--- config.mk ---
export PLATFORM = sky130hd
export DESIGN_NAME = fetch_stage
export DESIGN_NICKNAME = d
export VERILOG_FILES = /design/src/rtl/fetch_stage.sv
export SDC_FILE = /design/constraint.sdc
export NUM_CORES = 1
export LEC_CHECK = 0
export ABC_AREA = 1
export BUFFER_PORTS_ARGS = -buffer_cell sky130_fd_sc_hd__buf_2
export CORE_ASPECT_RATIO = 0.9
export CORE_MARGIN = 4
export CORE_UTILIZATION = 55
export DETAILED_ROUTE_END_ITERATION = 7
export PLACE_DENSITY = 0.8
export SLEW_MARGIN = 0
export SYNTH_ARGS = -nofsm -noshare
export SYNTH_HDL_FRONTEND = slang
export SYNTH_SLANG_ARGS = --single-unit
export TNS_END_PERCENT = 5
--- constraint.sdc ---
create_clock -name clk -period 5 [get_ports clk]
set_input_delay 0.25 -clock clk [delete_from_list [all_inputs] [get_ports clk]]
set_output_delay 0.25 -clock clk [all_outputs]
set_load 0.02 [all_outputs]
--- src/rtl/fetch_stage.sv ---
// fetch_stage: owns the program counter, issues sequential word fetches to a
// one-cycle-latency instruction memory and queues {pc, instr} pairs for decode.
// Optional feature macro: FETCH_BYPASS_EN. When it is defined, a response that
// arrives while the queue is empty is shown on out_* in the same cycle.
module fetch_stage #(
    parameter logic [31:0] RESET_PC = 32'h0000_0000,
    parameter int          DEPTH    = 2
) (
    input  logic        clk,
    input  logic        rst,
    output logic [31:0] imem_addr,
    output logic        imem_rd_en,
    input  logic [31:0] imem_rdata,
    input  logic        redirect_valid,
    input  logic [31:0] redirect_pc,
    output logic        out_valid,
    input  logic        out_ready,
    output logic [31:0] out_instr,
    output logic [31:0] out_pc
);

    localparam int            AW      = $clog2(DEPTH);
    localparam int            CW      = AW + 1;
    localparam logic [CW-1:0] DEPTH_C = CW'(DEPTH);

    logic [31:0]   pc_q;
    logic          inflight;
    logic [31:0]   inflight_pc;
    logic [31:0]   fifo_pc    [DEPTH];
    logic [31:0]   fifo_instr [DEPTH];
    logic [CW-1:0] count;
    logic [AW-1:0] rd_ptr;
    logic [AW-1:0] wr_ptr;

    logic          fifo_empty;
    logic          byp;
    logic          deq;
    logic          pop;
    logic          push;
    logic [CW:0]   occ;

    assign fifo_empty = (count == '0);

`ifdef FETCH_BYPASS_EN
    // The returning word is visible directly when nothing older is queued.
    assign byp = fifo_empty & inflight;
`else
    assign byp = 1'b0;
`endif

    assign out_valid = !fifo_empty | byp;
    assign deq       = out_valid & out_ready;
    // A bypassed word handed to decode never enters the queue.
    assign pop       = deq & !fifo_empty;
    assign push      = inflight & !redirect_valid & !(byp & out_ready);

    // Occupancy the queue would have next cycle if the outstanding fetch lands;
    // only issue when there is guaranteed room for one more response.
    assign occ        = {1'b0, count} + {{CW{1'b0}}, inflight} - {{CW{1'b0}}, deq};
    assign imem_rd_en = rst & !redirect_valid & (occ < {1'b0, DEPTH_C});
    assign imem_addr  = pc_q;

    // Output mux: bypassed response first, else queue head; zero when idle.
    always_comb begin
        out_pc    = '0;
        out_instr = '0;
        if (byp) begin
            out_pc    = inflight_pc;
            out_instr = imem_rdata;
        end else if (!fifo_empty) begin
            out_pc    = fifo_pc[rd_ptr];
            out_instr = fifo_instr[rd_ptr];
        end
    end

    // Control state: PC, in-flight flag and queue pointers; redirect flushes all.
    always_ff @(posedge clk or negedge rst) begin
        if (!rst) begin
            pc_q     <= RESET_PC;
            inflight <= 1'b0;
            count    <= '0;
            rd_ptr   <= '0;
            wr_ptr   <= '0;
        end else if (redirect_valid) begin
            pc_q     <= redirect_pc & 32'hFFFF_FFFC;
            inflight <= 1'b0;
            count    <= '0;
            rd_ptr   <= '0;
            wr_ptr   <= '0;
        end else begin
            if (imem_rd_en) begin
                pc_q <= pc_q + 32'd4;
            end
            inflight <= imem_rd_en;
            if (push) begin
                wr_ptr <= wr_ptr + 1'b1;
            end
            if (pop) begin
                rd_ptr <= rd_ptr + 1'b1;
            end
            count <= count + CW'(push) - CW'(pop);
        end
    end

    // Data path: remember the fetched PC and store responses; no reset needed
    // because every read of this storage is qualified by control state.
    always_ff @(posedge clk) begin
        if (imem_rd_en) begin
            inflight_pc <= pc_q;
        end
        if (push) begin
            fifo_pc[wr_ptr]    <= inflight_pc;
            fifo_instr[wr_ptr] <= imem_rdata;
        end
    end

    // The issue rule makes a push into a full queue unreachable; flag it if not.
    a_no_overflow: assert property (@(posedge clk) disable iff (!rst)
        !(push && (count == DEPTH_C)));

endmodule

* Yosys cells after proc, flatten, opt, wreduce, memory -nomap -nowiden *
Memory sizes are Yosys's and may differ from the RTL's.
Cells that the tools add are included.

storage, ports and cells
  register bits after elaboration = 69
  bits in writable memories = 128
  output and inout bits = 98
  logic and storage cells = 39
  memories kept = 2

memory list
  memory      words  bits a word  read ports  clocked after Yosys merged registers in  wr ports  line  RTL
  fifo_instr  2      32           1           0                                        1         30    logic [31:0] fifo_instr [DEPTH];
  fifo_pc     2      32           1           0                                        1         29    logic [31:0] fifo_pc [DEPTH];

operators by class
  add/sub/neg operators = 7
  order comparisons = 1
  multiplexer cells = 12
  bitwise operators = 5
  reduce and logical (&&, ||, !) cells = 6

operators with widths
  operator                                             number
  two-way mux 32 bit                                   4
  adder 32 x 3 -> 32 bit (second input constant)       1
  two-way mux 1 bit                                    7
  nonzero test 2 bit                                   3
  AND 1 bit                                            5
  adder 2 x 1 -> 3 bit                                 1
  < comparator 3 x 2 -> 1 bit (second input constant)  1
  subtractor 3 x 1 -> 3 bit                            1
  adder 1 bit (second input constant)                  2
  adder 2 x 1 -> 2 bit                                 1
  zero test 1 bit                                      2
  zero test 2 bit                                      1
  two-way mux 2 bit                                    1
  subtractor 2 x 1 -> 2 bit                            1

* Logic depth before layout (Yosys ltp) *
Gate-level depths: netlist (run 1).

  word-level depth = 8
  mapped depth = 14
  depth with buffers taken out = 12

* Worst setup path after synthesis (run 1) *
Ideal clock, no wire load.

  path type = input port to flip-flop
  from = input redirect_valid
  to = memory fifo_instr[0][0] (enable)
  library setup time = 0.482 ns
  arrival time = 3.330 ns
  data required time = 4.518 ns
  setup slack = 1.188 ns
  stages = 5
  cells stage by stage = buf_2 -> inv_1 -> buf_2 -> nand2_1 -> nor2_1

on the way
  word-level cells in the longest chain between the ends = 4

ends and longest elaborated chain
  item                                     line  RTL
  start: declaration                       14    input logic redirect_valid,
  zero test 1 bit                          55    assign push = inflight & !redirect_valid & !(byp & out_ready);
  AND 1 bit                                55
  two-way mux 1 bit                        111   if (push) begin
  two-way mux 1 bit (implied by the code)  113   fifo_instr[wr_ptr] <= imem_rdata;
  end: declaration                         30

No other way between the ends.

* Final worst setup path (run 1) *
  from = register count[1]
  to = output imem_rd_en

on the way
  word-level cells in the longest chain between the ends = 6

ends and longest elaborated chain
  item                           line  RTL
  start: declaration             31    logic [CW-1:0] count;
  start signal: assignment       101   count <= count + CW'(push) - CW'(pop);
  zero test 2 bit                42    assign fifo_empty = (count == '0);
  zero test 1 bit                --
  AND 1 bit                      52    assign deq = out_valid & out_ready;
  subtractor 3 x 1 -> 3 bit *    59    assign occ = {1'b0, count} + {{CW{1'b0}}, inflight} - {{CW{1'b0}}, deq};
  < comparator 3 x 2 -> 1 bit *  60    assign imem_rd_en = rst & !redirect_valid & (occ < {1'b0, DEPTH_C});
  AND 1 bit *                    60
  end: declaration               12    output logic imem_rd_en,

Mark *: on every way between the ends. The rest lies on a longest branch, timed or not.

==> flow_summary.yaml, run 1 <==
outcome:
  status: "finished, final reports clean"
die:
  dieArea_um2: 16600
  coreArea_um2: 14200
  num_rows: 41
  ios: 166
  start_util_pct: 56.7
  die_x_um: 136
  die-height_um: 123
drt:
  viasPerCell: 5.09
  wl_um: 17100
  dr.pass1.iters: 5
  drcViolationCount: 0
  vias: 5785
  drt_iter0_drc: 355
  wl_per_cell_um: 15.0
  final_antenna_net_count: 0
hold_path:
  hold_path_class: "in -> reg"
  hold_path_depth: 1
sta:
  worst-slew-pin-transition_ns: 1.09
  drv_slew: 0
  rsz0062_at_grt: "no"
  setup_viol: 0
  finalCriticalPeriod_ns: 3.73
  slew_headroom_pct: 27.2
  setup_tns_ns: 0
  period_share_pct: 74.5
  clock_skew_ns: 0.00660
  fmax_mhz: 268
  final_hold_viol_count: 0
yosys:
  ys_seq_area_share_pct: 68.3
  yosysWarnings: 0
  synth-edff-count: 154
  netlist_top_cells_area: "edfxtp_1, nand2_1, dfrtp_1, nand3_1, a21oi_1"
  synthArstFlopShare_pct: 18.5
  synth_top_area_cell: "edfxtp_1"
  synth_seq_cells: 189
  synthCells: 764
  synth_top_area_share_pct: 57.4
  ys_types: 29
  synthFlopType: "edfxtp_1"
  syn_area_um2: 8060
  avgSynthCellArea_um2: 10.5
clock_tree:
  cts-htree-levels: 4
  cts-resized-gates: 0
  cts_tree: "done"
  ctsRootBufferMaster: "clkbuf_16"
  cts_buffer_depth: 2
  numCtsBuffers: 17
  cts_sinks: 189
  clk_latency_ns: 0.42
  path_clk_slew_ns: 0.06
critical_path:
  cp_data_arrival_time_ns: 3.48
  r2r_cells: 8
  endpoint_kind: "output port"
  crit_required_ns: 4.75
  critical_path_class: "reg -> out"
  critPathLaunchType: "flop"
  crit_fanout: 22
placement:
  gp_routability_congestion: 0.874
  post-place-cells: 1091
  portBuffers: 159
  hpwl_um: 10900
cells_and_area:
  layout-drive-gt1-share_pct: 22.0
  seq_area_um2: 5500
  multi_input_area_um2: 2220
  diodes: 0
  mostFrequentLayoutCells: "nand2_1, buf_2, edfxtp_1"
  area_growth_pct: 21.7
  mostFrequentLayoutCell: "nand2_1"
  final_nets: 1005
  final_cell_count_no_fill: 1137
  fillCellCount: 1042
grt:
  overflow: 0
  gr-usage-all-layers_pct: 21.0
  grt_pass1_vias: 5578
  grt_pass1_wl_um: 26900
  grt_max_degree: 65
  antenna_found_initial: 0
power_and_ir_drop:
  ir_drop_uv: 399
  powerDensity_nw_per_um2: 575
  leakagePower_nw: 4.17
  fin_total_pwr_mw: 5.64
flow_run:
  cap_violations: 0
sequential cells by signal, summed over array words and instances, names as in the netlist:
| signal | flops |
|---|---|
| inflight_pc | 30 |
| rd_ptr | 1 |
| fifo_pc | 60 |
| fifo_instr | 64 |
| wr_ptr | 1 |
| count | 2 |
| imem_addr | 30 |
| inflight | 1 |
report_power, final:
group          internal (mW)  switching [mW]  total, mW
clock                  0.882           0.538       1.42
combinational          0.547            1.26       1.81
sequential              2.12           0.284       2.40
metal layers:
metal  part of all wire, %  global-route usage [%]  vias to the layer above
met1                    44                    27.4                     2693
met2                    48                    34.7                      186
met4                   1.1                    7.93                        0
met5                     0                       0                        -
met3                   6.5                    4.80                       17
li1                      -                       -                     2889
cell type report:
type                            instances  area share, %
Timing Repair Buffer                  182           10.5
Clock buffer                           19           4.42
Multi-Input combinational cell        495           22.7
Sequential cell                       189           56.1
Tap cell                              193           2.46
Clock inverter                         12           1.99
Inverter                               47           1.80
critical path, cell delays in order, from the launching register on:
cell,delay [ns]
dfrtp_1,0.49
nor2_4,0.05
nor2_1,0.22
ha_1,0.27
or2_2,0.30
fa_1,0.50
inv_1,0.09
nor3_4,0.82
buf_2,0.31
cells in the mapped netlist (3+ instances only):
library cell and n:
inv_1 46, ha_1 4, buf_2 3, xor2_1 4, nor2_2 3, o21bai_1 7
nor2_1 44, nand2_1 273, a21oi_1 63, dfrtp_1 35, clkbuf_1 21, buf_4 7
o21ai_0 3, nand3_1 75, xnor2_1 5, edfxtp_1 154
what timing repair did:
| item | in CTS | in global routing |
|---|---|---|
| endpoints found under the hold margin | 50 | 9 |
| hold buffers | 10 | 5 |
| endpoints found under the setup margin | 0 | 0 |
| buffers inserted | 0 | 0 |
cells by family after synthesis:
family	synth area share, %
and+or+nand+nor	20.3
DFF	68.3
buffers and inverters	4.63
AOI/OAI and AO/OA	4.75
xor gates and xnor gates	0.978
adders and majority gates	0.870
other	0.0466
muxes	0.124
final timing paths:
path	start	end	slack [ns]
setup / recovery	count[1]	imem_rd_en	1.27
hold / removal	imem_rdata[11]	fifo_instr[0][11]	0.02
setup reg to reg	count[1]	inflight_pc[16]	1.58
hold reg to reg	inflight_pc[17]	fifo_pc[0][17]	0.44
max in group asynchronous	rst	rd_ptr	3.96
min in group asynchronous	rst	imem_addr[4]	0.46
through the flow:
step | instance area (µm²) | utilization [%] | hold WS, ns | setup slack [ns]
floorplan | 8070 | - | -0.0456 | 1.19
global placement | 9020 | 63.5 | 0.399 | 1.65
detailed placement | 9020 | 63.5 | 0.402 | 1.59
CTS | 9750 | 68.6 | 0.00127 | 1.24
global route | 9800 | 69.0 | 0.00120 | 1.05
finish | 9800 | 69.0 | 0.0190 | 1.27
Note: power is estimated with default switching activity, not from simulation.
==> run 2, diff against run 1 <==
Settings changed: CORE_UTILIZATION 55 to 49, PLACE_DENSITY 0.8 to 0.75.
Clock period 5 ns to 3.36 ns, I/O delays scaled along.
==> flow_summary.yaml, run 2 (synthesis gave the netlist of run 1 again) <==
cells_and_area:
  reg_top3: "fifo_instr (64), fifo_pc (60)"
  final_nets: 1045
  regMostFlops: "fifo_instr"
  mostFrequentLayoutCell: "nand2_1"
  layout-drive-gt1-share_pct: 21.9
  fin_area_um2: 10100
  mostFrequentLayoutCells: "nand2_1, buf_2, edfxtp_1"
  diodes: 0
  area_growth_pct: 25.9
  largest_reg_flops: 64
clock_tree:
  cts_sinks: 189
  ctsRootBufferMaster: "clkbuf_16"
  clk_latency_ns: 0.43
  cts_buffer_depth: 2
  numCtsBuffers: 17
  cts-htree-levels: 4
  cts_tree: "done"
  path_clk_slew_ns: 0.07
sta:
  rsz0062_at_grt: "no"
  fmax_mhz: 313
  clock_skew_ns: 0.0130
  finalCriticalPeriod_ns: 3.19
  final_hold_viol_count: 0
  worst-slew-pin-transition_ns: 0.698
  slew_headroom_pct: 53.5
  setup_tns_ns: 0
  setup_viol: 0
  timing.hold.ws_ns: 0.0126
  drv_slew: 0
  period_share_pct: 95.0
die:
  num_rows: 44
  coreArea_um2: 16100
  die_x_um: 143
  start_util_pct: 49.9
  die-height_um: 130
  dieArea_um2: 18600
  ios: 166
power_and_ir_drop:
  leakagePower_nw: 4.31
  powerDensity_nw_per_um2: 811
  p_clk_share_pct: 22.8
  power.share.sequential_pct: 43.5
  p_comb_share_pct: 33.7
  p_int_mw: 5.00
  switching_share_pct: 39.3
  ir_drop_uv: 564
  power.switching_mw: 3.23
placement:
  hpwl_um: 11700
  portBuffers: 159
  gp_routability_congestion: 0.880
  dpl_cell_area_um2: 9070
critical_path:
  critPathLaunchType: "flop"
  cp_cell_sequence: "nor2_4 -> nor2_1 -> ha_1 -> or2_2 -> fa_1 -> inv_1 -> nor3_4 -> clkbuf_16 -> buf_2"
  crit_required_ns: 3.19
  critPathMaxStageDelay_ns: 0.49
  endpoint_kind: "output port"
  cp_data_arrival_time_ns: 3.02
  critical_path_class: "reg -> out"
  crit_fanout: 30
  cp_slowest_cell: "fa_1"
drt:
  drt_iter0_drc: 283
  vias: 5966
  dr.pass1.iters: 5
  viasPerCell: 5.01
  wl_um: 18200
  drcViolationCount: 0
  wl_per_cell_um: 15.3
  final_antenna_net_count: 0
grt:
  grt_pass1_wl_um: 28400
  overflow: 0
  antenna_found_initial: 0
  gr-usage-all-layers_pct: 19.8
  grt_pass1_vias: 5714
  grt_max_degree: 65
flow_run:
  cap_violations: 0
hold_path:
  hold_path_class: "in -> reg"
outcome:
  status: "finished, final reports clean"
## run 2: cell count changes in the layout (fill, tap and decap cells not counted), sizes merged
cell	change
dlygate4sd3	+35
inv	+8
bufinv	-5
buf	+4
clkinv	-2
clkinvlp	+1
## run 2: final cells by class
class | instances | area [µm²]
Clock buffer | 18 | 429
Clock inverter | 14 | 124
Fill cell | 1286 | 5990
Inverter | 47 | 176
Multi-Input combinational cell | 495 | 2220
Sequential cell | 189 | 5500
Tap cell | 207 | 259
Timing Repair Buffer | 222 | 1430
## run 2: final timing paths
kind,slack (ns),from,cells after the start,end
min in group asynchronous,0.37,rst,3,imem_addr[8]
worst min-delay path,0.01,redirect_pc[16],5,imem_addr[16]
max in group asynchronous,2.62,rst,3,count[1]
worst max register to register,0.51,count[1],11,imem_addr[3]
worst min register to register,0.45,inflight_pc[17],0,fifo_pc[0][17]
worst max-delay path,0.17,count[1],9,imem_rd_en
## run 2: power groups by stage
stage / logic, mW / clock network [mW] / registers [mW]
floorplan: 1.68 / 0 / 3.67
global placement: 2.67 / 0 / 3.59
detailed placement: 2.72 / 0 / 3.62
CTS: 2.78 / 1.91 / 3.57
global route: 3.06 / 2.02 / 3.65
finish: 2.77 / 1.88 / 3.58
## run 2: repair_timing
item | 4_1_cts | 5_1_grt
hold buffers | 50 | 0
setup endpoints to repair | 0 | 1
hold endpoints to repair | 116 | 0
gates resized for setup | 0 | 2
setup buffers | 0 | 0
## run 2: routing by layer
| layer | GRT usage [%] | part of all wire [%] | vias up | wire [µm] |
|---|---|---|---|---|
| met1 | 25.3 | 44 | 2818 | 8000 |
| li1 | - | - | 2970 | - |
| met5 | 0 | 0 | - | 0 |
| met2 | 33.7 | 49 | 167 | 8950 |
| met4 | 6.26 | 1.2 | 0 | 214 |
| met3 | 4.54 | 5.8 | 11 | 1060 |
## run 2: stage by stage
| stage | std cells | utilization, % | power [mW] | setup slack (ns) |
|---|---|---|---|---|
| floorplan | 767 | - | 5.35 | -0.370 |
| global placement | 1109 | 56.2 | 6.26 | 0.529 |
| detailed placement | 1109 | 56.2 | 6.34 | 0.464 |
| CTS | 1191 | 62.8 | 8.26 | 0.0589 |
| global route | 1192 | 62.9 | 8.73 | 0.0273 |
| finish | 1192 | 62.9 | 8.22 | 0.169 |
## run 2: worst max-delay path, delay by kind of cell (launching register included)
| kind | cells | cell delay (ns) |
|---|---|---|
| fa+ha+maj | 2 | 0.76 |
| simple gates | 4 | 0.82 |
| buf+inv | 3 | 0.57 |
| flops | 1 | 0.44 |
==> run 3, diff against run 2 <==
Settings changed: CELL_PAD_IN_SITES_DETAIL_PLACEMENT from default to 0, CELL_PAD_IN_SITES_GLOBAL_PLACEMENT from default to 1, CORE_UTILIZATION 49 to 35, PLACE_DENSITY 0.75 to 0.79.
==> flow_summary.yaml, run 3 (synthesis gave the netlist of run 1 again) <==
outcome:
  status: "finished, final reports clean"
cells_and_area:
  final_util_pct: 45.5
  final_nets: 1044
  largest_reg_flops: 64
  fillCellCount: 2177
  diodes: 0
  reg_top3: "fifo_instr (64), fifo_pc (60)"
  area_growth_pct: 27.4
  regMostFlops: "fifo_instr"
  layout-drive-gt1-share_pct: 22.0
  mostFrequentLayoutCell: "nand2_1"
  mostFrequentLayoutCells: "nand2_1, buf_2, edfxtp_1"
power_and_ir_drop:
  powerDensity_nw_per_um2: 810
  leakagePower_nw: 4.31
  fin_total_pwr_mw: 8.31
  ir_drop_uv: 393
sta:
  finalCriticalPeriod_ns: 3.12
  clock_skew_ns: 0.0127
  setup_viol: 0
  slew_headroom_pct: 50.8
  drv_slew: 0
  rsz0062_at_grt: "no"
  fmax_mhz: 320
  period_share_pct: 92.9
  worst-slew-pin-transition_ns: 0.738
  timing.final.ws_setup_ns: 0.239
  timing.hold.ws_ns: 0.0257
  final_hold_viol_count: 0
die:
  dieArea_um2: 25500
  num_rows: 52
  coreArea_um2: 22600
  ios: 166
  die-height_um: 152
  die_x_um: 168
  start_util_pct: 35.7
critical_path:
  crit_required_ns: 3.19
  endpoint_kind: "output port"
  reg2reg_slack_ns: 0.59
  critical_path_class: "reg -> out"
  cp_slowest_cell: "fa_1"
  crit_fanout: 43
  critPathLaunchType: "flop"
  cp_cell_sequence: "nor2_4 -> nor2_2 -> ha_1 -> or2_2 -> fa_1 -> inv_1 -> nor3_4 -> buf_12 -> buf_2"
  critPathMaxStageDelay_ns: 0.50
  cp_data_arrival_time_ns: 2.95
placement:
  gp_routability_congestion: 0.778
  hpwl_um: 12400
  portBuffers: 159
  preCtsSetupSlack_ns: 0.419
flow_run:
  cap_violations: 0
drt:
  wl_per_cell_um: 15.2
  dr.pass1.iters: 6
  final_antenna_net_count: 0
  drcViolationCount: 0
  drt_iter0_drc: 419
  vias: 5862
  wl_um: 19500
  viasPerCell: 4.58
clock_tree:
  cts-htree-levels: 4
  path_clk_slew_ns: 0.07
  numCtsBuffers: 17
  ctsRootBufferMaster: "clkbuf_16"
  cts_buffer_depth: 2
  cts_tree: "done"
  clk_latency_ns: 0.42
  cts_sinks: 189
grt:
  overflow: 0
  grt_pass1_vias: 5842
  gr-usage-all-layers_pct: 15.3
  grt_pass1_wl_um: 31300
  grt_max_degree: 65
  antenna_found_initial: 0
hold_path:
  hold_path_class: "in -> reg"
## run 3: cell count changes in the layout (fill, tap and decap cells not counted)
| cell | before | now |
|---|---|---|
| buf_4 | 10 | 9 |
| nor2_1 | 41 | 40 |
| clkbuf_8 | 0 | 1 |
| clkinv_2 | 1 | 0 |
| inv_6 | 5 | 4 |
| inv_8 | 3 | 4 |
| buf_12 | 1 | 3 |
| nor2_2 | 3 | 4 |
| buf_6 | 1 | 0 |
| clkbuf_16 | 18 | 17 |
## run 3: through the flow
| step | cell area [µm²] | TNS [ns] | instances |
|---|---|---|---|
| floorplan | 8070 | -45.90 | 767 |
| global placement | 9200 | 0 | 1199 |
| detailed placement | 9200 | 0 | 1199 |
| CTS | 10300 | 0 | 1281 |
| global route | 10300 | 0 | 1281 |
| finish | 10300 | 0 | 1281 |
## run 3: path summary, 6_finish.rpt
check                      cells after the start        endpoint             from
max in group asynchronous                      3        count[1]              rst
hold reg to reg                                0  fifo_pc[1][19]  inflight_pc[19]
setup reg to reg                              10    imem_addr[3]         count[1]
setup / recovery                               9      imem_rd_en         count[1]
min in group asynchronous                      3   imem_addr[19]              rst
hold / removal                                 5   imem_addr[27]  redirect_pc[27]
## run 3: critical path: cells and delay by family (launching register included)
family | cells | cell delay [ns]
adders and majority gates | 2 | 0.75
buffers and inverters | 3 | 0.57
DFF | 1 | 0.45
and+or+nand+nor | 4 | 0.75
## run 3: repair_timing
action / in CTS / in global routing
gates resized for setup: 0 / 2
endpoints found under the setup margin: 0 / 1
hold endpoints to repair: 116 / 0
buffers inserted: 0 / 0
hold buffers: 50 / 0
## run 3: metal layers
metal | global-route usage, % | vias to the layer above | part of all wire [%]
met5 | 0 | - | 0
met4 | 3.28 | 0 | 0.78
met3 | 3.69 | 11 | 5.4
met2 | 25.0 | 170 | 47
met1 | 21.0 | 2715 | 46
li1 | - | 2966 | -
## run 3: where the power goes
group / total (mW) / internal (mW) / switching (mW)
logic: 2.79 / 0.859 / 1.93
clock network: 1.94 / 1.00 / 0.934
registers: 3.59 / 3.15 / 0.435
total: 8.31 / 5.01 / 3.30
## run 3: cell type report
cell class              instances  area, µm²  share of cell area, %
multi-input cells             495       2220                   21.7
clock inverters                13        121                   1.18
flip-flops and latches        189       5500                   53.6
inverters                      47        176                   1.72
repair buffers                221       1420                   13.9
clock buffers                  19        443                   4.32
well taps                     297        372                   3.62
